**config.mk**
```make
export PLATFORM = sky130hd
export DESIGN_NAME = pipe_stage_reg
export DESIGN_NICKNAME = d
export VERILOG_FILES = /design/src/rtl/pipe_pkg.sv /design/src/rtl/sat_counter.sv /design/src/rtl/pipe_stage_reg.sv
export SDC_FILE = /design/constraint.sdc
export NUM_CORES = 1
export LEC_CHECK = 0
export ABC_CLOCK_PERIOD_IN_PS = 15500
export BUFFER_PORTS_ARGS = -buffer_cell sky130_fd_sc_hd__buf_2
export CAP_MARGIN = 20
export CORE_ASPECT_RATIO = 1.5
export CORE_MARGIN = 2
export CORE_UTILIZATION = 30
export DETAILED_ROUTE_END_ITERATION = 8
export GPL_TIMING_DRIVEN = 0
export PLACE_DENSITY = 0.62
export SYNTH_ARGS = -nofsm -noshare
export SYNTH_HDL_FRONTEND = slang
export SYNTH_SLANG_ARGS = --single-unit
export TNS_END_PERCENT = 1
```
**constraint.sdc**
```tcl
create_clock -name clk_i -period 15.5 [get_ports clk_i]
set_clock_uncertainty 0.15 [all_clocks]
set_input_delay 3.1 -clock clk_i [delete_from_list [all_inputs] [get_ports clk_i]]
set_output_delay 3.1 -clock clk_i [all_outputs]
set_load 0.02 [all_outputs]
```
**src/rtl/pipe_pkg.sv**
```systemverilog
// Shared definitions for the pipeline stage registers.
//  - Stage occupancy encodings used by pipe_stage_reg.
//  - ID/EX control-vector field offsets and widths.
//  - CTRL_NOP: the control value that makes a stage behave as a bubble.
package pipe_pkg;

    // Stage occupancy: no entry, head entry only, head plus skid entry.
    localparam logic [1:0] EMPTY = 2'd0;
    localparam logic [1:0] FULL  = 2'd1;
    localparam logic [1:0] SKID2 = 2'd2;

    // ID/EX control vector layout (8 bits total).
    localparam int CTRL_IDEX_W     = 8;
    localparam int CTRL_REGDST_O   = 0;
    localparam int CTRL_ALUOP_O    = 1;
    localparam int CTRL_ALUOP_W    = 2;
    localparam int CTRL_ALUSRC_O   = 3;
    localparam int CTRL_REGWRITE_O = 4;
    localparam int CTRL_MEMTOREG_O = 5;
    localparam int CTRL_MEMREAD_O  = 6;
    localparam int CTRL_MEMWRITE_O = 7;

    // All write/memory enables low: a NOP travelling down the pipe.
    localparam logic [CTRL_IDEX_W-1:0] CTRL_NOP = '0;

endpackage

```
**src/rtl/sat_counter.sv**
```systemverilog
// Saturating up-counter.
//  clk_i  : clock
//  rst_i  : asynchronous active-high reset, clears the count
//  inc_i  : increment request for this cycle
//  cnt_o  : current count; holds at all-ones instead of wrapping
module sat_counter #(
    parameter int W = 16
) (
    input  logic         clk_i,
    input  logic         rst_i,
    input  logic         inc_i,
    output logic [W-1:0] cnt_o
);

    logic [W-1:0] cnt_q;
    logic [W-1:0] cnt_d;

    always_comb begin
        cnt_d = cnt_q;
        if (inc_i && (cnt_q != {W{1'b1}})) begin
            cnt_d = cnt_q + W'(1);
        end
    end

    always_ff @(posedge clk_i or posedge rst_i) begin
        if (rst_i) begin
            cnt_q <= '0;
        end else begin
            cnt_q <= cnt_d;
        end
    end

    assign cnt_o = cnt_q;

endmodule

```
**src/rtl/pipe_stage_reg.sv**
```systemverilog
// Parametrised pipeline stage register with valid/ready handshake.
//  clk_i, rst_i            : clock, asynchronous active-high reset
//  up_valid_i/up_ready_o   : upstream handshake
//  data_i, ctrl_i          : upstream payload and control vector
//  flush_i                 : synchronous kill of every held entry
//  dn_valid_o/dn_ready_i   : downstream handshake
//  data_o, ctrl_o          : head entry (ctrl_o is CTRL_BUBBLE when not valid)
//  stall_cnt_o             : saturating count of downstream stall cycles
//  flush_cnt_o             : saturating count of flushes that killed an entry
// SKID=1 gives a 2-entry skid buffer with a registered up_ready_o;
// SKID=0 gives a single register with combinational ready.
module pipe_stage_reg
    import pipe_pkg::*;
#(
    parameter int                 DATA_W      = 160,
    parameter int                 CTRL_W      = 8,
    parameter logic [CTRL_W-1:0]  CTRL_BUBBLE = CTRL_W'(CTRL_NOP),
    parameter bit                 SKID        = 1'b1,
    parameter int                 CNT_W       = 16
) (
    input  logic              clk_i,
    input  logic              rst_i,
    input  logic              up_valid_i,
    output logic              up_ready_o,
    input  logic [DATA_W-1:0] data_i,
    input  logic [CTRL_W-1:0] ctrl_i,
    input  logic              flush_i,
    output logic              dn_valid_o,
    input  logic              dn_ready_i,
    output logic [DATA_W-1:0] data_o,
    output logic [CTRL_W-1:0] ctrl_o,
    output logic [CNT_W-1:0]  stall_cnt_o,
    output logic [CNT_W-1:0]  flush_cnt_o
);

    logic [1:0]        state_q, state_d;
    logic [DATA_W-1:0] m_data_q, m_data_d;
    logic [CTRL_W-1:0] m_ctrl_q, m_ctrl_d;
    logic              in_fire;
    logic              out_fire;

    assign dn_valid_o = (state_q != EMPTY);
    assign in_fire    = up_valid_i & up_ready_o;
    assign out_fire   = dn_valid_o & dn_ready_i;

    generate
        if (SKID) begin : g_skid
            logic [DATA_W-1:0] s_data_q, s_data_d;
            logic [CTRL_W-1:0] s_ctrl_q, s_ctrl_d;
            logic              up_ready_q, up_ready_d;

            always_comb begin
                state_d  = state_q;
                m_data_d = m_data_q;
                m_ctrl_d = m_ctrl_q;
                s_data_d = s_data_q;
                s_ctrl_d = s_ctrl_q;
                if (flush_i) begin
                    // Flush beats everything, including a same-cycle out_fire.
                    state_d  = EMPTY;
                    m_ctrl_d = CTRL_BUBBLE;
                end else begin
                    case (state_q)
                        EMPTY: begin
                            if (in_fire) begin
                                state_d  = FULL;
                                m_data_d = data_i;
                                m_ctrl_d = ctrl_i;
                            end
                        end
                        FULL: begin
                            if (in_fire && out_fire) begin
                                m_data_d = data_i;
                                m_ctrl_d = ctrl_i;
                            end else if (in_fire) begin
                                // Ready was promised a cycle ago; park the entry.
                                state_d  = SKID2;
                                s_data_d = data_i;
                                s_ctrl_d = ctrl_i;
                            end else if (out_fire) begin
                                state_d  = EMPTY;
                                m_ctrl_d = CTRL_BUBBLE;
                            end
                        end
                        SKID2: begin
                            if (out_fire) begin
                                state_d  = FULL;
                                m_data_d = s_data_q;
                                m_ctrl_d = s_ctrl_q;
                            end
                        end
                        default: begin
                            state_d  = EMPTY;
                            m_ctrl_d = CTRL_BUBBLE;
                        end
                    endcase
                end
                up_ready_d = (state_d != SKID2);
            end

            always_ff @(posedge clk_i or posedge rst_i) begin
                if (rst_i) begin
                    s_data_q   <= '0;
                    s_ctrl_q   <= '0;
                    up_ready_q <= 1'b1;
                end else begin
                    s_data_q   <= s_data_d;
                    s_ctrl_q   <= s_ctrl_d;
                    up_ready_q <= up_ready_d;
                end
            end

            assign up_ready_o = up_ready_q;
        end else begin : g_single
            assign up_ready_o = dn_ready_i | ~dn_valid_o;

            always_comb begin
                state_d  = state_q;
                m_data_d = m_data_q;
                m_ctrl_d = m_ctrl_q;
                if (flush_i) begin
                    state_d  = EMPTY;
                    m_ctrl_d = CTRL_BUBBLE;
                end else if (in_fire) begin
                    state_d  = FULL;
                    m_data_d = data_i;
                    m_ctrl_d = ctrl_i;
                end else if (out_fire) begin
                    state_d  = EMPTY;
                    m_ctrl_d = CTRL_BUBBLE;
                end
            end
        end
    endgenerate

    always_ff @(posedge clk_i or posedge rst_i) begin
        if (rst_i) begin
            state_q  <= EMPTY;
            m_data_q <= '0;
            m_ctrl_q <= CTRL_BUBBLE;
        end else begin
            state_q  <= state_d;
            m_data_q <= m_data_d;
            m_ctrl_q <= m_ctrl_d;
        end
    end

    assign data_o = m_data_q;
    assign ctrl_o = m_ctrl_q;

    sat_counter #(.W(CNT_W)) u_stall_cnt (
        .clk_i (clk_i),
        .rst_i (rst_i),
        .inc_i (dn_valid_o & ~dn_ready_i),
        .cnt_o (stall_cnt_o)
    );

    // Only flushes that actually drop a held entry are counted.
    sat_counter #(.W(CNT_W)) u_flush_cnt (
        .clk_i (clk_i),
        .rst_i (rst_i),
        .inc_i (flush_i & dn_valid_o),
        .cnt_o (flush_cnt_o)
    );

endmodule

```
== After elaboration in Yosys (flattened, before gate mapping) ==
Index checks and enable logic that the tools add are counted.

* Bits in registers: 371
* Latch bits: 0
* Bits in writable memories: 0
* Memory bits (read-only): 0
* Memories kept: 0

* Add/subtract/negate cells: 2
* Multipliers: 0
* Div/mod/pow operators: 0
* $lt $le $gt $ge: 0
* Equality and inequality tests: 12
* Shifts and indexed selects: 0
* Multiplexer cells: 18
* Bitwise logic cells: 7
* Reductions and logical operators: 9

{| class="wikitable"
|+ Operators with widths
! cell !! number
|-
| 160-bit two-way mux || 3
|-
| 160-bit one-hot mux with 3 select lines || 1
|-
| 8-bit two-way mux || 6
|-
| 16-bit by 1-bit adder with 16-bit output (second input constant) || 2
|-
| 16-bit != test (second input constant) || 2
|-
| 8-bit one-hot mux with 3 select lines || 1
|-
| 2-bit two-way mux || 6
|-
| 2-bit != test (second input constant) || 4
|-
| 4-bit != test (second input constant) || 2
|-
| 4-bit AND reduction || 2
|-
| 3-bit != test (second input constant) || 2
|-
| 2-bit one-hot mux with 3 select lines || 1
|-
| 5-bit AND reduction || 1
|-
| 1-bit bitwise AND || 4
|-
| 1-bit logical AND || 3
|-
| 1-bit NOT || 3
|-
| 3-bit nonzero test || 1
|-
| 2-bit by 1-bit equality test with 1-bit output (second input constant) || 1
|-
| 2-bit equality test (second input constant) || 1
|-
| 2-bit logical NOT || 1
|-
| 2-bit nonzero test || 1
|}

== Depth between registers and ports, before layout ==
Gate-level depths: netlist of run 1.

* Word-level depth: 8
* Gate-level depth with buffers: 10
* Mapped depth without buffers: 6

== Cells and area by module ==
A second synthesis of run 1 with hierarchy kept.

* Cell total of the unflattened synthesis: 1,259
* Area, all modules: 16,345.7 um^2

{| class="wikitable"
|+ By module, submodules not included
! module !! times used !! cells an instance !! area an instance (um^2) !! seq. area each (um^2)
|-
| pipe_stage_reg || 1 || 1,117 || 14,734.1 || 8,484.4
|-
| sat_counter || 2 || 71 || 805.8 || 400.4
|}

== Least setup slack after synthesis of run 1 ==
Ideal clock, no wire load.

* Path type: input -> register
* From: input port dn_ready_i
* To: register m_data_q[100] (netlist: data_o[100])
* Arrival: 4,276 ps
* Path slack: 10,941 ps
* Cell stages on the path: 9
* Buffers on the path: 4
* Cells stage by stage: clkbuf_1 > nand2b_1 > nand2_1 > a21o_2 > buf_6 > buf_6 > buf_6 > nand2_1 > o21ai_1

* Cells in the longest elaborated chain, start to end: 4
* Elaborated cells between the ends (all ways): 5
* Classes of those cells: eq/ne (2); bitwise (1); reduce/logical (2)

{| class="wikitable"
|+ Ends and longest elaborated chain
! what !! RTL line !! RTL
|-
| from (decl) || pipe_stage_reg.sv:29 || <nowiki>input logic dn_ready_i,</nowiki>
|-
| 1-bit bitwise AND * || pipe_stage_reg.sv:44 || <nowiki>assign out_fire = dn_valid_o & dn_ready_i;</nowiki>
|-
| 1-bit logical AND || pipe_stage_reg.sv:72 || <nowiki>if (in_fire && out_fire) begin</nowiki>
|-
| 2-bit != test (no source line) || n/a ||
|-
| 5-bit AND reduction (no source line) * || n/a ||
|-
| to (signal assigned) || pipe_stage_reg.sv:143 || <nowiki>m_data_q <= m_data_d;</nowiki>
|-
| to (decl) || pipe_stage_reg.sv:37 || <nowiki>logic [DATA_W-1:0] m_data_q, m_data_d;</nowiki>
|}

Mark *: on every way between the ends. The rest lies on a longest branch, timed or not.
A chain may end at the register's enable or synchronous reset.

== Worst setup path in the final report of run 1 ==
* From: register state_q[0]
* To: output port dn_valid_o

* Cells in the longest elaborated chain, start to end: 1

{| class="wikitable"
|+ Ends and longest elaborated chain
! what !! RTL line !! RTL
|-
| from (decl) || pipe_stage_reg.sv:36 || <nowiki>logic [1:0] state_q, state_d;</nowiki>
|-
| from (signal assigned) || pipe_stage_reg.sv:142 || <nowiki>state_q <= state_d;</nowiki>
|-
| 2-bit nonzero test || pipe_stage_reg.sv:42 || <nowiki>assign dn_valid_o = (state_q != EMPTY);</nowiki>
|-
| to (decl) || pipe_stage_reg.sv:28 || <nowiki>output logic dn_valid_o,</nowiki>
|}

No other way between the ends.

==> results of run 1 <==
[cells by family (layout without fill, tap and decap cells)]
family | after synthesis | count (layout) | synth area share
adder cells (fa/ha/maj) | 2 | 2 | 0.00160
multiplexers | 331 | 331 | 0.225
buffers and inverters | 81 | 522 | 0.0339
AO/OA/AOI/OAI | 195 | 195 | 0.0676
other | 0 | 8 | 0
AND/OR/NAND/NOR | 238 | 238 | 0.0655
flip-flops | 371 | 371 | 0.592
XOR/XNOR | 25 | 25 | 0.0140
[per-stage QoR]
stage | cell area (µm²) | TNS [ps] | power (W) | instances | utilization
detailed placement | 18500 | 0 | 0.00192 | 2295 | 0.357
global placement | 18400 | -757950 | 0.00189 | 2292 | 0.356
global route | 19800 | 0 | 0.00303 | 2367 | 0.383
floorplan | 15700 | 0 | 0.00169 | 1243 | -
finish | 19800 | 0 | 0.00288 | 2368 | 0.384
CTS | 19800 | 0 | 0.00292 | 2360 | 0.383
[flip-flops by register name, indices dropped and copies added, names as in the netlist]
| register | cells |
|---|---|
| u_flush_cnt.cnt_o | 16 |
| g_skid.s_ctrl_q | 8 |
| up_ready_o | 1 |
| u_stall_cnt.cnt_o | 16 |
| g_skid.s_data_q | 160 |
| data_o | 160 |
| ctrl_o | 8 |
| state_q | 2 |
[routing by layer]
| layer | wire [µm] | global-route usage | vias to the layer above |
|---|---|---|---|
| met5 | 33 | 0 | - |
| met4 | 1270 | 0.0579 | 6 |
| met3 | 2830 | 0.0425 | 67 |
| met2 | 22200 | 0.284 | 309 |
| met1 | 16600 | 0.173 | 5614 |
| li1 | - | - | 5179 |
[worst paths after layout]
kind | startpoint | endpoint | slack (ps) | cells past startpoint
worst max-delay path | state_q[0] | dn_valid_o | 10700 | 4
worst min-delay path | data_o[156] | data_o[156] | 320 | 2
worst max register to register | state_q[1] | data_o[0] | 13130 | 8
worst min register to register | data_o[156] | data_o[156] | 320 | 2
max in group asynchronous | rst_i | u_flush_cnt.cnt_o[15] | 11410 | 4
min in group asynchronous | rst_i | data_o[74] | 2440 | 2
[worst min-delay path: stages (launching register included)]
cell and delay [ps]:
dfrtp_1 340, nand2_1 40, o21ai_0 60
[synthesized netlist by cell type, types with 3 or more instances]
| master | count | area [µm²] |
|---|---|---|
| clkbuf_1 | 19 | 71.3 |
| buf_2 | 29 | 145 |
| buf_4 | 5 | 37.5 |
| nand3_1 | 14 | 70.1 |
| o21ai_0 | 62 | 310 |
| o2bb2ai_1 | 8 | 70.1 |
| a21oi_1 | 6 | 30.0 |
| o21ai_1 | 100 | 500 |
| nor3_1 | 3 | 15.0 |
| mux2i_1 | 160 | 1600 |
| nor2_1 | 13 | 48.8 |
| nand2_1 | 177 | 664 |
| nand4_1 | 5 | 31.3 |
| and3_1 | 5 | 31.3 |
| and4_1 | 5 | 43.8 |
| xnor2_1 | 15 | 131 |
| mux2_2 | 171 | 1930 |
| a22oi_1 | 8 | 60.1 |
| nand2b_1 | 3 | 18.8 |
| xor2_1 | 10 | 87.6 |
| buf_6 | 23 | 259 |
| inv_1 | 5 | 18.8 |
| dfrtp_1 | 370 | 9260 |
| a31oi_1 | 4 | 25.0 |
[area by class of cell]
cell class / count / area, µm²
well taps: 676 / 846
repair buffers: 376 / 1950
multi-input cells: 791 / 5860
inverters: 5 / 26.3
fillers: 5098 / 31900
plain buffers: 76 / 513
diodes: 8 / 20.0
clock buffers: 51 / 1120
flip-flops and latches: 371 / 9290
clock inverters: 14 / 203
[power groups by stage]
stage               clock (W)  combinational [W]  sequential (W)
global placement            0           0.000561         0.00133
finish               0.000983           0.000570         0.00132
detailed placement          0           0.000581         0.00134
floorplan                   0           0.000263         0.00143
CTS                   0.00102           0.000582         0.00132
global route          0.00105           0.000626         0.00135
==> impl_metrics.json, run 1 <==
{
  "ctsResizeCount": 0,
  "net-switching-power_w": 0.000838,
  "worst_ep_arrival_time_ps": 1550,
  "grt_pass1_vias": 11796,
  "cts_buffers": 39,
  "track_usage": 0.157,
  "io_buffers": 373,
  "crit_family": "buffers and inverters",
  "detail_route.first_pass.iterations": 4,
  "clock.fmax_mhz": 208,
  "setup_viol": 0,
  "nets": 1835,
  "synth.ff_latch_count": 371,
  "num_rows": 102,
  "max_cap_viol_count": 0,
  "num_vias": 11175,
  "start_util": 0.303,
  "yosys_warnings": 0,
  "grt_pass1_wl_mm": 66.5,
  "layout-drive-gt1-share": 0.401,
  "holdWs_ps": 321,
  "max_stage_delay_ps": 360,
  "synth_top_flop_cell": "dfrtp_1",
  "final_common_cell": "buf_2",
  "cellLeakagePower_nw": 9.31,
  "end_kind": "output port",
  "critPathLaunchType": "flip-flop",
  "grt_max_degree": 116,
  "p_int_w": 0.00204,
  "fp.dieW_um": 191,
  "viasPerCell": 4.72,
  "slew_viol_final": 0,
  "area_delta_synth_final_pct": 26.5,
  "cp.required_ps": 12250,
  "combPwrFrac": 0.198,
  "synth_edf_count": 0,
  "cts_setup_buffers": 0,
  "worstMarginPinSlew_ps": 842,
  "core_area_mm2": 0.0517,
  "clkTransAtPathRegs_ps": 60,
  "synth-seq-area-share": 0.592,
  "seqPwrFrac": 0.460,
  "clkLatencyLatePin_ps": 550,
  "ios": 375,
  "cts.sinks": 371,
  "drc": 0,
  "worstSetupPathType": "reg -> out",
  "min_period_ps": 4800,
  "mostFrequentLayoutCells": "buf_2 (402), dfrtp_1 (370), nand2_1 (177)",
  "switching_share": 0.291,
  "min_path_type": "reg -> reg",
  "dieArea_mm2": 0.0541,
  "critPathMaxFanout": 9,
  "power_density_mw_per_mm2": 145,
  "peakVddDrop_v": 0.0000833,
  "die_h_um": 284,
  "cts_tree": "yes",
  "htree_levels": 2,
  "gp_congestion": 0.789,
  "clock_power_share": 0.342,
  "clockRootBuffer": "clkbuf_16",
  "rsz0062_at_grt": "false",
  "antenna_found_initial": 12,
  "grt_overflow": 0,
  "slew_headroom": 0.439,
  "synth_cell_type_count": 41,
  "hold_viol_final": 0,
  "worst_slack_ps": 10700,
  "critPathBufInv": 3,
  "path_cells": "buf_4, nor2_1, inv_1, buf_2",
  "synthesis.area_mm2": 0.0157,
  "synth_cells": 1243,
  "wl_mm": 42.9,
  "cts_hold_buf": 0,
  "post-route-period-util": 0.310,
  "hpwl_mm": 31.5,
  "avgSynthCellArea_um2": 12.6,
  "initialDrtViolationCount": 303,
  "synth_nets": 1418,
  "async_flop_share": 1.00,
  "status": "completed",
  "wire_per_inst_um": 18.1,
  "clk_path_buf_depth": 3,
  "cp_slowest_cell": "dfrtp_1",
  "ant_nets": 0,
  "place_ws_ps": 10330
}
Note: power is estimated with default switching activity, not from simulation.
==> inputs of run 2 (changes only) <==
Settings changed: ABC_AREA set to 1, ABC_CLOCK_PERIOD_IN_PS 15500 to 4650, PLACE_DENSITY 0.62 to 0.61.
Clock period 15.5 ns to 4.65 ns, I/O delays scaled along.
==> run 2 against run 1 <==
  * Non-clock buffer count is 43 higher
  * Worst hold slack lost 0.94 ps
  * Global-route usage up 2.5 points
  * Sequential share of layout area down 2.6 points
  * Sequential power rose to 3.3 times the previous value
  * Largest power group unchanged
==> impl_metrics.json, run 2 <==
{
  "async_flop_share": 1.00,
  "max_cap_viol_count": 0,
  "drc": 0,
  "io_buffers": 374,
  "netlist_top_cells_count": "nand2_1 (1002), dfrtp_1 (370), o21ai_0 (289)",
  "rsz0062_at_grt": "false",
  "initialDrtViolationCount": 622,
  "cts_buffers": 40,
  "crit_family": "flip-flops",
  "wl_mm": 52.2,
  "design_area_mm2": 0.0210,
  "cp.required_ps": 3570,
  "ant_nets": 0,
  "worstMarginPinSlew_ps": 803,
  "antenna_found_initial": 18,
  "critPathBufInv": 2,
  "synth_compound_area_frac": 0.105,
  "core_area_mm2": 0.0548,
  "htree_levels": 2,
  "fp.dieW_um": 197,
  "path_cells": "nor2_4, inv_2, buf_2",
  "final_common_cell": "nand2_1",
  "avgSynthCellArea_um2": 7.87,
  "status": "completed",
  "min_period_ps": 2500,
  "wire_per_inst_um": 15.9,
  "synthesis.area_mm2": 0.0167,
  "grt_max_degree": 41,
  "cellLeakagePower_nw": 11.3,
  "mostFrequentLayoutCells": "nand2_1 (1002), buf_2 (417), dfrtp_1 (370)",
  "synthAdderAreaFrac": 0.00150,
  "peakVddDrop_v": 0.000266,
  "viasPerCell": 4.49,
  "nets": 2720,
  "setup_viol": 0,
  "worst_ep_arrival_time_ps": 1420,
  "critPathLaunchType": "flip-flop",
  "hold_viol_final": 0,
  "clkTransAtPathRegs_ps": 60,
  "synth_nets": 2294,
  "dieArea_mm2": 0.0575,
  "clkLatencyLatePin_ps": 560,
  "slew_viol_final": 0,
  "num_rows": 105,
  "detail_route.first_pass.iterations": 5,
  "synth-xor-area-share": 0.00735,
  "critPathMaxFanout": 6,
  "power_density_mw_per_mm2": 462,
  "synth_top_family_by_area": "simple AND/OR/NAND/NOR gates",
  "hpwl_mm": 38.2,
  "synth-seq-area-share": 0.557,
  "cts_setup_buffers": 0,
  "track_usage": 0.182,
  "grt_overflow": 0,
  "start_util": 0.304,
  "place_area_mm2": 0.0196,
  "post-route-period-util": 0.537,
  "grt_pass1_wl_mm": 81.9,
  "cp_slowest_cell": "dfrtp_1",
  "num_vias": 14717,
  "synth_edf_count": 0,
  "area_delta_synth_final_pct": 25.9,
  "synth_cell_type_count": 26,
  "synth.ff_latch_count": 371,
  "synth_top_flop_cell": "dfrtp_1",
  "die_h_um": 293,
  "cts_tree": "yes",
  "synthSimpleGateAreaFrac": 0.248,
  "yosys_warnings": 0,
  "gp_congestion": 0.803,
  "cts_hold_buf": 0,
  "clk_path_buf_depth": 3,
  "synth_cells": 2119,
  "ctsResizeCount": 0,
  "layout-drive-gt1-share": 0.207,
  "clock.fmax_mhz": 401,
  "ios": 375,
  "n_fill_cell": 5808,
  "cts.sinks": 371,
  "worstSetupPathType": "reg -> out",
  "dp_cells": 3198,
  "end_kind": "output port",
  "slew_headroom": 0.463,
  "max_stage_delay_ps": 450,
  "min_path_type": "reg -> reg",
  "clockRootBuffer": "clkbuf_16",
  "layout.cells.non_filler": 3276,
  "yosys.area.top_type": "dfrtp_1",
  "synth.most_common_cell": "nand2_1",
  "synthTopCellsByArea": "dfrtp_1 (56%), nand2_1 (23%), o21ai_0 (8.7%)",
  "synth_top_area_frac": 0.555,
  "grt_pass1_vias": 14508,
  "synthMuxAreaShare": 0
}
==> run 2: changes by cell type in the layout (fill, tap and decap cells not counted), sizes merged, moves of 30 or more <==
cell    change
mux2i     -160
clkbuf     +30
mux2      -171
o21ai     +180
nand2     +826
inv       +192
==> run 2: final cells by class <==
type / count / area [µm²] / share of cell area
Multi-Input combinational cell: 1440 / 6030 / 0.287
Tap cell: 695 / 870 / 0.0414
Inverter: 197 / 744 / 0.0355
Timing Repair Buffer: 384 / 2070 / 0.0987
Clock inverter: 13 / 160 / 0.00763
Antenna cell: 6 / 15.0 / 0.000715
Clock buffer: 59 / 1190 / 0.0569
Buffer: 111 / 617 / 0.0294
Sequential cell: 371 / 9290 / 0.442
==> run 2: final timing paths <==
check	start	end	slack [ps]	cells after the start
min	data_o[91]	data_o[91]	320	2
min in group asynchronous	rst_i	data_o[98]	380	2
max reg2reg	state_q[0]	data_o[47]	2470	8
max	state_q[1]	dn_valid_o	2150	3
min reg2reg	data_o[91]	data_o[91]	320	2
max in group asynchronous	rst_i	u_flush_cnt.cnt_o[10]	2770	5
==> run 2: cell families (layout without fill, tap and decap cells) <==
family                     after synthesis  after routing
AOI/OAI and AO/OA                      345            345
xor gates and xnor gates                14             14
adders and majority gates                2              2
buffers and inverters                  308            764
DFF                                    371            371
other                                    0              6
and+or+nand+nor                       1079           1079
==> run 2: worst register-to-register path: stages, from the launching register on <==
cell,delay (ps)
dfrtp_1,420
inv_1,90
nand2_1,50
inv_1,130
buf_2,460
clkbuf_1,390
o21ai_0,230
nand2_1,110
nand2_1,50
==> run 2: layer usage <==
metal	vias to the layer above	global-route usage	part of all wire
met3	100	0.0428	0.060
li1	7394	-	-
met5	-	0	0.0024
met1	6824	0.214	0.41
met4	20	0.0597	0.029
met2	379	0.326	0.50
==> run 2: stage by stage <==
step                hold WS, ps  power, W  TNS (ps)  utilization  worst slack [ps]
finish                      320   0.00969         0        0.383              2150
global route                338    0.0103         0        0.383              2080
CTS                         326   0.00985         0        0.383              2110
detailed placement          309   0.00645         0        0.358              1890
global placement            306   0.00640  -1503010        0.355             -4090
floorplan                   303   0.00566   -521500            -             -1410
==> run 2: power breakdown <==
part / total, W / internal [W] / switching, W
clock network: 0.00332 / 0.00195 / 0.00137
logic: 0.00196 / 0.000703 / 0.00125
registers: 0.00442 / 0.00397 / 0.000446
total: 0.00969 / 0.00663 / 0.00307
==> inputs of run 3 (changes only) <==
Settings changed: ABC_AREA 1 to 0, ABC_CLOCK_PERIOD_IN_PS 4650 to 2360, PLACE_DENSITY 0.61 to 0.62.
Clock period 4.65 ns to 2.36 ns, I/O delays scaled along.
==> run 3 against run 2 <==
  * Largest cell class unchanged
  * Via count decreased by 21%
  * Core utilization grew 2.6 points
  * Critical endpoint unchanged
  * Count of clock-buffer cells in the layout decreased by 7
  * Final cell count decreased by 24%
  * Highest routed layer unchanged
==> impl_metrics.json, run 3 (synthesis results as in run 1) <==
{
  "critPathMaxFanout": 9,
  "critPathLaunchType": "flip-flop",
  "area_delta_synth_final_pct": 35.0,
  "drc": 0,
  "clockRootBuffer": "clkbuf_16",
  "peakVddDrop_v": 0.000636,
  "layout-drive-gt1-share": 0.385,
  "core_area_mm2": 0.0517,
  "grt_max_degree": 43,
  "wl_mm": 43.3,
  "nets": 1961,
  "min_path_type": "in -> reg",
  "cts_tree": "yes",
  "track_usage": 0.159,
  "grt_pass1_vias": 12599,
  "antenna_found_initial": 8,
  "worstMarginPinSlew_ps": 819,
  "power_density_mw_per_mm2": 897,
  "slew_viol_final": 0,
  "mostFrequentLayoutCells": "buf_2 (399), dfrtp_1 (370), nand2_1 (177)",
  "holdWs_ps": 29.5,
  "status": "completed",
  "min_period_ps": 2240,
  "io_buffers": 373,
  "clock.fmax_mhz": 447,
  "clk_path_buf_depth": 3,
  "detail_route.first_pass.iterations": 4,
  "cp.required_ps": 1740,
  "slew_headroom": 0.454,
  "fp.dieW_um": 191,
  "cts_buffers": 39,
  "dieArea_mm2": 0.0541,
  "die_h_um": 284,
  "place_area_mm2": 0.0186,
  "gp_congestion": 0.764,
  "ios": 375,
  "num_vias": 11567,
  "num_rows": 102,
  "hold_viol_final": 0,
  "worstSetupPathType": "reg -> out",
  "place_ws_ps": -179,
  "cellLeakagePower_nw": 9.88,
  "design_area_mm2": 0.0212,
  "grt_overflow": 0,
  "final_common_cell": "buf_2",
  "initialDrtViolationCount": 300,
  "setup_tns_ps": 0,
  "clkLatencyLatePin_ps": 550,
  "hpwl_mm": 31.6,
  "post-route-period-util": 0.947,
  "setup_viol": 0,
  "wire_per_inst_um": 17.3,
  "start_util": 0.303,
  "clkTransAtPathRegs_ps": 70,
  "grt_pass1_wl_mm": 68.2,
  "ant_nets": 0,
  "worst_ep_arrival_time_ps": 1610,
  "htree_levels": 2,
  "worst_slack_ps": 125,
  "end_kind": "output port",
  "viasPerCell": 4.63,
  "max_cap_viol_count": 0,
  "cts.sinks": 371
}
-- run 3: final timing paths --
check	from	to	slack (ps)	cells after the start
min	data_i[66]	g_skid.s_data_q[66]	30	2
max in group asynchronous	rst_i	g_skid.s_data_q[48]	340	8
min reg2reg	data_o[2]	data_o[2]	320	2
max	state_q[0]	dn_valid_o	120	4
min in group asynchronous	rst_i	data_o[149]	450	4
max reg2reg	state_q[0]	data_o[153]	190	10
-- run 3: area by class of cell --
class                      count  area, µm²
fill                        4974      30500
sequential                   371       9290
multi-input combinational    791       5880
timing repair buffer         502       3270
clock buffer                  52       1100
tap                          676        846
buffer                        76        539
clock inverter                18        209
inverter                       5       22.5
antenna                        5       12.5
-- run 3: metrics by stage --
step / power [W] / instances / util
floorplan: 0.0111 / 1243 / -
global placement: 0.0124 / 2292 / 0.356
detailed placement: 0.0126 / 2302 / 0.360
CTS: 0.0192 / 2491 / 0.409
global route: 0.0200 / 2496 / 0.409
finish: 0.0190 / 2496 / 0.409
-- run 3: what timing repair did --
| item | CTS | global route |
|---|---|---|
| setup endpoints to repair | 53 | 201 |
| hold buffers | 119 | 0 |
| endpoints found under the hold margin | 142 | 0 |
| cloned | 0 | 0 |
| setup buffers | 0 | 0 |
| gates resized for setup | 8 | 15 |
-- run 3: critical path, stage by stage, from the launching register on --
cell and delay, ps:
dfrtp_1 360, buf_4 160, nor2_1 240, inv_1 120, buf_2 180
-- run 3: report_power, final --
group          internal, W  total, W  leakage [nW]  switching [W]
combinational      0.00180   0.00394          4.60        0.00213
clock              0.00374   0.00636         0.645        0.00262
sequential         0.00786   0.00869          4.63       0.000831
total               0.0134    0.0190          9.88        0.00558
-- run 3: metal layers --
layer / wire length [µm] / track usage / vias to the layer above / part of all wire
li1: - / - / 5434 / -
met1: 17000 / 0.176 / 5729 / 0.39
met2: 22200 / 0.286 / 307 / 0.51
met3: 2430 / 0.0386 / 91 / 0.056
met4: 1560 / 0.0640 / 6 / 0.036
met5: 35 / 0 / - / 0.00081
